### config.mk
export PLATFORM = sky130hd
export DESIGN_NAME = ifft8_seq
export DESIGN_NICKNAME = d
export VERILOG_FILES = /design/src/rtl/ifft_pkg.sv /design/src/rtl/ifft_bfly.sv /design/src/rtl/ifft8_seq.sv
export SDC_FILE = /design/constraint.sdc
export NUM_CORES = 2
export LEC_CHECK = 0
export ABC_AREA = 1
export BUFFER_PORTS_ARGS = -buffer_cell sky130_fd_sc_hd__buf_4
export CAP_MARGIN = 20
export CORE_ASPECT_RATIO = 0.9
export CORE_MARGIN = 2
export CORE_UTILIZATION = 65
export DETAILED_ROUTE_END_ITERATION = 8
export PLACE_DENSITY = 0.92
export SYNTH_ARGS = -nofsm -noshare
export SYNTH_HDL_FRONTEND = slang
export SYNTH_SLANG_ARGS = --single-unit
### constraint.sdc
create_clock -name ck -period 21.4 [get_ports ck]
set_input_delay 3.21 -clock ck [delete_from_list [all_inputs] [get_ports ck]]
set_output_delay 3.21 -clock ck [all_outputs]
set_load 0.005 [all_outputs]
### src/rtl/ifft_pkg.sv
// Shared Q4.11 complex arithmetic for the forward and inverse FFT datapaths.
// Words are {re[31:16], im[15:0]}, each half 16-bit two's complement with 11 fractional bits.
package ifft_pkg;

   localparam int W_HALF = 16;
   localparam int FRAC   = 11;
   localparam int N_PTS  = 8;

   typedef logic signed [W_HALF-1:0] half_t;

   typedef struct packed {
      half_t re;
      half_t im;
   } cplx_t;

   typedef enum logic [1:0] {
      ST_LOAD,
      ST_COMPUTE,
      ST_UNLOAD
   } state_t;

   // Inverse twiddles W^-k = cos(2*pi*k/8) + j*sin(2*pi*k/8).
   localparam cplx_t TW_K0 = '{re: 16'sh0800, im: 16'sh0000};
   localparam cplx_t TW_K1 = '{re: 16'sh05A8, im: 16'sh05A8};
   localparam cplx_t TW_K2 = '{re: 16'sh0000, im: 16'sh0800};
   localparam cplx_t TW_K3 = '{re: 16'shFA58, im: 16'sh05A8};

   function automatic cplx_t tw_rom(input logic [1:0] k);
      cplx_t w;
      case (k)
         2'd0:    w = TW_K0;
         2'd1:    w = TW_K1;
         2'd2:    w = TW_K2;
         default: w = TW_K3;
      endcase
      return w;
   endfunction

   function automatic logic [2:0] bitrev3(input logic [2:0] n);
      return {n[0], n[1], n[2]};
   endfunction

   function automatic half_t half_add(input half_t a, input half_t b);
      return a + b;
   endfunction

   function automatic half_t half_sub(input half_t a, input half_t b);
      return a - b;
   endfunction

   // Sum/difference kept at 17 bits so the halving shift never loses the carry.
   function automatic half_t half_add_scaled(input half_t a, input half_t b);
      logic [W_HALF:0] s;
      s = {a[W_HALF-1], a} + {b[W_HALF-1], b};
      return s[W_HALF:1];
   endfunction

   function automatic half_t half_sub_scaled(input half_t a, input half_t b);
      logic [W_HALF:0] s;
      s = {a[W_HALF-1], a} - {b[W_HALF-1], b};
      return s[W_HALF:1];
   endfunction

   // Q4.11 product, truncated toward zero: magnitude bits [26:11] with the sign re-applied.
   function automatic half_t mul_q(input half_t a, input half_t b);
      logic signed [31:0] p;
      logic [31:0]        mag;
      logic [W_HALF-1:0]  m;
      p   = 32'(a) * 32'(b);
      mag = p[31] ? 32'(-p) : 32'(p);
      m   = mag[FRAC+W_HALF-1:FRAC];
      return p[31] ? half_t'(-m) : half_t'(m);
   endfunction

   function automatic cplx_t cplx_add(input cplx_t a, input cplx_t b);
      cplx_t r;
      r.re = half_add(a.re, b.re);
      r.im = half_add(a.im, b.im);
      return r;
   endfunction

   function automatic cplx_t cplx_sub(input cplx_t a, input cplx_t b);
      cplx_t r;
      r.re = half_sub(a.re, b.re);
      r.im = half_sub(a.im, b.im);
      return r;
   endfunction

   function automatic cplx_t cplx_add_scaled(input cplx_t a, input cplx_t b);
      cplx_t r;
      r.re = half_add_scaled(a.re, b.re);
      r.im = half_add_scaled(a.im, b.im);
      return r;
   endfunction

   function automatic cplx_t cplx_sub_scaled(input cplx_t a, input cplx_t b);
      cplx_t r;
      r.re = half_sub_scaled(a.re, b.re);
      r.im = half_sub_scaled(a.im, b.im);
      return r;
   endfunction

   // Partial products are truncated individually before combining; results wrap mod 2^16.
   function automatic cplx_t cplx_mulc(input cplx_t a, input cplx_t w);
      cplx_t r;
      r.re = mul_q(a.re, w.re) - mul_q(a.im, w.im);
      r.im = mul_q(a.re, w.im) + mul_q(a.im, w.re);
      return r;
   endfunction

endpackage

### src/rtl/ifft_bfly.sv
// Combinational radix-2 DIF butterfly with 1/2 scaling and inverse twiddle on the lower leg.
module ifft_bfly
   import ifft_pkg::*;
(
   input  cplx_t      a,
   input  cplx_t      b,
   input  logic [1:0] k,
   output cplx_t      a_out,
   output cplx_t      b_out
);

   assign a_out = cplx_add_scaled(a, b);
   assign b_out = cplx_mulc(cplx_sub_scaled(a, b), tw_rom(k));

endmodule

### src/rtl/ifft8_seq.sv
// Sequential 8-point IFFT: serial load, 12 in-place butterflies on one shared unit,
// then serial unload through a bit-reverse read mux.
module ifft8_seq
   import ifft_pkg::*;
(
   input  logic        ck,
   input  logic        rst,
   input  logic [31:0] in_data,
   input  logic        in_valid,
   output logic        in_ready,
   output logic [31:0] out_data,
   output logic        out_valid,
   input  logic        out_ready,
   output logic        out_last
);

   state_t     state;
   logic [2:0] cnt;
   logic [1:0] stage;
   logic [1:0] bfly;
   cplx_t      mem [N_PTS];

   logic [2:0] idx_i;
   logic [2:0] idx_j;
   logic [1:0] tw_k;
   cplx_t      bf_a;
   cplx_t      bf_b;

   // Pair addressing for span h = 4 >> stage: i = (b/h)*2h + b%h, j = i + h, k = (b%h) << stage.
   always_comb begin
      idx_i = 3'd0;
      idx_j = 3'd0;
      tw_k  = 2'd0;
      case (stage)
         2'd0: begin
            idx_i = {1'b0, bfly};
            idx_j = idx_i + 3'd4;
            tw_k  = bfly;
         end
         2'd1: begin
            idx_i = {bfly[1], 1'b0, bfly[0]};
            idx_j = idx_i + 3'd2;
            tw_k  = {bfly[0], 1'b0};
         end
         default: begin
            idx_i = {bfly, 1'b0};
            idx_j = idx_i + 3'd1;
            tw_k  = 2'd0;
         end
      endcase
   end

   ifft_bfly u_bfly (
      .a     (mem[idx_i]),
      .b     (mem[idx_j]),
      .k     (tw_k),
      .a_out (bf_a),
      .b_out (bf_b)
   );

   always_ff @(posedge ck) begin
      if (rst) begin
         state     <= ST_LOAD;
         cnt       <= 3'd0;
         stage     <= 2'd0;
         bfly      <= 2'd0;
         in_ready  <= 1'b1;
         out_valid <= 1'b0;
         out_last  <= 1'b0;
      end else begin
         case (state)
            ST_LOAD: begin
               if (in_valid && in_ready) begin
                  cnt <= cnt + 3'd1;
                  if (cnt == 3'd7) begin
                     state    <= ST_COMPUTE;
                     in_ready <= 1'b0;
                     cnt      <= 3'd0;
                  end
               end
            end
            ST_COMPUTE: begin
               bfly <= bfly + 2'd1;
               if (bfly == 2'd3) begin
                  if (stage == 2'd2) begin
                     stage     <= 2'd0;
                     state     <= ST_UNLOAD;
                     out_valid <= 1'b1;
                  end else begin
                     stage <= stage + 2'd1;
                  end
               end
            end
            ST_UNLOAD: begin
               if (out_ready) begin
                  cnt      <= cnt + 3'd1;
                  out_last <= (cnt == 3'd6);
                  if (cnt == 3'd7) begin
                     state     <= ST_LOAD;
                     cnt       <= 3'd0;
                     out_valid <= 1'b0;
                     out_last  <= 1'b0;
                     in_ready  <= 1'b1;
                  end
               end
            end
            default: begin
               state     <= ST_LOAD;
               cnt       <= 3'd0;
               in_ready  <= 1'b1;
               out_valid <= 1'b0;
               out_last  <= 1'b0;
            end
         endcase
      end
   end

   // The sample buffer is intentionally left uncleared by reset; only control state restarts.
   always_ff @(posedge ck) begin
      if (!rst) begin
         if (state == ST_LOAD && in_valid && in_ready) begin
            mem[cnt] <= cplx_t'(in_data);
         end else if (state == ST_COMPUTE) begin
            mem[idx_i] <= bf_a;
            mem[idx_j] <= bf_b;
         end
      end
   end

   assign out_data = out_valid ? 32'(mem[bitrev3(cnt)]) : 32'd0;

endmodule

==> results.rst <==
.. list-table::
   :header-rows: 1

   * - Metric
     - Value
   * - Max Clk Rate
     - between 0.06 and 0.07 GHz
   * - Number of different library cells in the post-synthesis netlist
     - just over 60
   * - Critical R2R Capture
     - mem[5][14]
   * - Worst-skew pair later-pin latency
     - roughly 0.56 ns
   * - Setup_tns
     - 0 ns
   * - Number of synthesis warnings
     - 0
   * - Count of mapped cells out of synthesis
     - between 6000 and 7000
   * - Lkg Pwr
     - roughly 26 nW
   * - RSZ-0062 raised after global routing
     - no
   * - Type of the worst setup path
     - reg2reg
   * - DRC violation count after routing
     - around 120
   * - Rel. slew slack
     - ~15%
   * - Capture endpoint of the worst hold path
     - out_last
   * - First-pass GRT wire length
     - about 230 mm
   * - Highest net fanout along the worst path
     - 49
   * - Final instance count without filler cells
     - 7325
   * - Final critical-path required period
     - roughly 15 ns
   * - Cell occurring most often along the worst timing path
     - nand2_1
   * - # Max-Cap Violations
     - 0
   * - Initial detailed-routing violation count
     - approximately 7300
   * - Clock tree skew after final layout
     - about 0.014 ns
   * - Setup slack, reg-to-reg
     - 6.09 ns
   * - Worst Hold Slack
     - ~0.47 ns
   * - Number of CTS-inserted buffers
     - 24
   * - Synth-to-Final Area Change
     - 4.791%
   * - Via density per instance
     - 6.238
   * - Nets@finish
     - 7402
   * - Wire length reported by the detailed router
     - 149.1 mm
   * - Largest voltage drop on the vdd net
     - ~0.16 mV
   * - Buffer count from post-CTS setup fixing
     - 0
   * - Sequential element share of the synthesized area
     - 16.66%
   * - HP Start
     - out_last
   * - Area enclosed by the die boundary
     - ~0.076 mm²
   * - Count of nets left with antenna violations after detail routing
     - 0
   * - Share of flip-flops with an asynchronous set or reset
     - 0%
   * - Pin count of the biggest net entering global routing
     - 75
   * - Syn nets
     - roughly 7500
   * - Maximum root-to-sink buffer count
     - 3
   * - Data required, critical path
     - 21.83 ns
   * - Max-slew violation total from the final report
     - 0
   * - Number of primary I/O pins
     - 71
   * - R2r worst-path depth
     - 64
   * - Cells resized by post-CTS repair
     - 0
   * - Level count of the clock H-tree
     - 1
   * - Count of port buffers added during placement
     - 70
   * - Half-perimeter wire length after detailed placement
     - about 110 mm
   * - Critical path startpoint category
     - flop
   * - Slowest-stage cell, CP
     - xor2_1
   * - Total core area
     - 0.07304 mm²
   * - TritonCTS clock tree
     - done
   * - Number of antenna violations at the first check in global routing
     - 2
   * - GRT Total Usage
     - 38.43%
   * - Crit. End Element
     - flop
   * - Number of fill cells
     - 5411
   * - Post-CTS Hold Buffers
     - 0
   * - Final hold violation count
     - 0
   * - Height of the chip
     - between 200 and 300 µm
   * - Post-synth EDFFs
     - between 200 and 300
   * - Post-layout utilization of the core
     - between 60 and 70%
   * - Hold crit path type
     - reg2reg
   * - Register bit total from synthesis
     - about 270
   * - Source of the worst register-to-register timing path
     - stage[1]
   * - Clock sinks
     - around 270
   * - Power density relative to cell area
     - ~67 mW/mm²
   * - Fraction of final layout cells with drive strength greater than 1
     - 5.767%
   * - Count of endpoints failing setup in the final report
     - 0
   * - Area of the mapped netlist
     - approximately 0.048 mm²
   * - Number of detailed-routing iterations run before antenna repair
     - 9
   * - Worst-margin pin slew
     - approximately 1.3 ns
   * - Number of rows in the core area
     - 94
   * - Sum of overflow across all layers after global routing
     - 0
   * - Average routed wire per standard cell
     - about 20 µm
   * - Chip Width
     - 290.3 µm
   * - Crit share post-route
     - a little under three quarters
   * - Total power
     - 3.376 mW
   * - Most frequently used flop master after synthesis
     - edfxtp_1
   * - Effective utilization at floorplan
     - between 60% and 70%
   * - CTS Root Buffer Type
     - clkbuf_16
   * - Last weighted congestion value of the routability-driven placer
     - approximately 1.0
   * - Data arrival time of the worst path
     - roughly 16 ns
   * - Result of the run
     - complete, but fails checks
   * - Placed Cells incl. Taps
     - approximately 7300
   * - Slowest stage delay, CP
     - around 0.76 ns
   * - Number of global-route vias before repair
     - 44343
   * - Total vias in the final route
     - around 46000
   * - Violated checks
     - design-rule violations
   * - Post-CTS clock slew at the launch and capture registers of the worst setup and hold paths
     - approximately 0.080 ns
   * - Number of instances on the worst hold path
     - 2
   * - Post-Syn Area per Cell
     - between 7 and 8 µm²
## sequential cells by signal, indices dropped and copies added, names as in the netlist, named ones only
name / count
bfly: 2
cnt: 3
out_valid: 1
in_ready: 1
stage: 2
out_last: 1
mem: 256
state: 2
## worst max-delay path, delay by kind of cell, from the launching register on
kind,cells,cell delay [ns]
AOI/OAI and AO/OA,16,3.50
adders and majority gates,10,4.30
and+or+nand+nor,30,5.11
xor gates and xnor gates,1,0.76
buffers and inverters,7,0.91
DFF,1,0.55
## through the flow
stage          setup WS (ns)  area, µm²
5_1_grt                5.167      50240
6_report               6.088      50240
2_1_floorplan          9.772      47950
3_5_place_dp           6.483      49290
3_3_place_gp           7.115      49290
4_1_cts                6.453      50160
## report_power, final
part | leakage [nW] | total, mW | internal [mW] | switching (mW)
sequential | 2.44 | 0.614 | 0.598 | 0.0157
clock | 0.430 | 0.511 | 0.286 | 0.225
combinational | 23.0 | 2.25 | 0.661 | 1.59
total | 25.9 | 3.38 | 1.55 | 1.83
## area by class of cell
| cell class | count | area [µm²] | area share (%) |
|---|---|---|---|
| antenna | 1 | 2.502 | 0.004980 |
| clock buffer | 26 | 629.4 | 1.253 |
| clock inverter | 18 | 241.5 | 0.4806 |
| inverter | 1287 | 4831 | 9.615 |
| multi-input combinational | 4633 | 34340 | 68.35 |
| sequential | 271 | 7995 | 15.91 |
| tap | 960 | 1201 | 2.391 |
| timing repair buffer | 129 | 1003 | 1.997 |
## layer usage
metal	vias up	track usage (%)	wire [µm]
met1	20885	48.33	51580
met3	949	10.76	21910
li1	20396	-	-
met5	-	0	68
met2	3459	59.61	64140
met4	4	23.12	11390
## cells by family (layout without fill, tap and decap cells)
kind of cell	after synthesis	count (layout)	synth area share, %
buf+inv	1517	1460	11.98
other cells	0	1	0
xor+xnor	150	150	2.771
flops	271	271	16.66
compound gates	1169	1169	13.97
fa+ha+maj	1020	1020	34.34
simple gates	2294	2294	20.28
## placed cells by master, fill, tap and decap left out, types with 13 or more instances in the layout
cell       count
o21ai_1       52
o22ai_1       68
a31oi_1       46
nand3b_1      22
dfxtp_1       13
a21oi_1      284
nand3_1      279
buf_4        125
xor2_1       102
clkbuf_16     25
fa_1         493
nor2_4        14
o31ai_1       30
nor2_1       470
nand2_1     1312
a221oi_1      79
ha_1         527
nand4_1       30
o21ai_0      502
nor2_2        29
inv_1       1257
o211ai_1      35
edfxtp_1     256
xnor2_1       46
nand3_2       19
or2_2         20
nor3_1        23
inv_2         26
nand2_2       48
## cells in the mapped netlist, types with 52 or more instances
master | count | area, µm²
fa_1 | 493 | 9869
xor2_1 | 102 | 893.4
clkbuf_1 | 194 | 728.2
o21ai_1 | 52 | 260.3
ha_1 | 527 | 6594
edfxtp_1 | 256 | 7687
inv_1 | 1260 | 4730
o21ai_0 | 507 | 2537
a221oi_1 | 79 | 691.9
nor2_1 | 476 | 1787
nand3_1 | 279 | 1396
nand2_1 | 1315 | 4936
o22ai_1 | 68 | 425.4
a21oi_1 | 284 | 1421
## worst max path at each step
stage | from | end | slack [ns]
2_1_floorplan | stage[0] | mem[1][30] | 9.77
3_3_place_gp | stage[1] | mem[2][14] | 7.12
3_5_place_dp | stage[1] | mem[7][11] | 6.48
4_1_cts | stage[1] | mem[7][11] | 6.45
5_1_grt | stage[1] | mem[4][30] | 5.17
6_report | stage[1] | mem[5][14] | 6.09
Power figures use the tool's default switching activity.
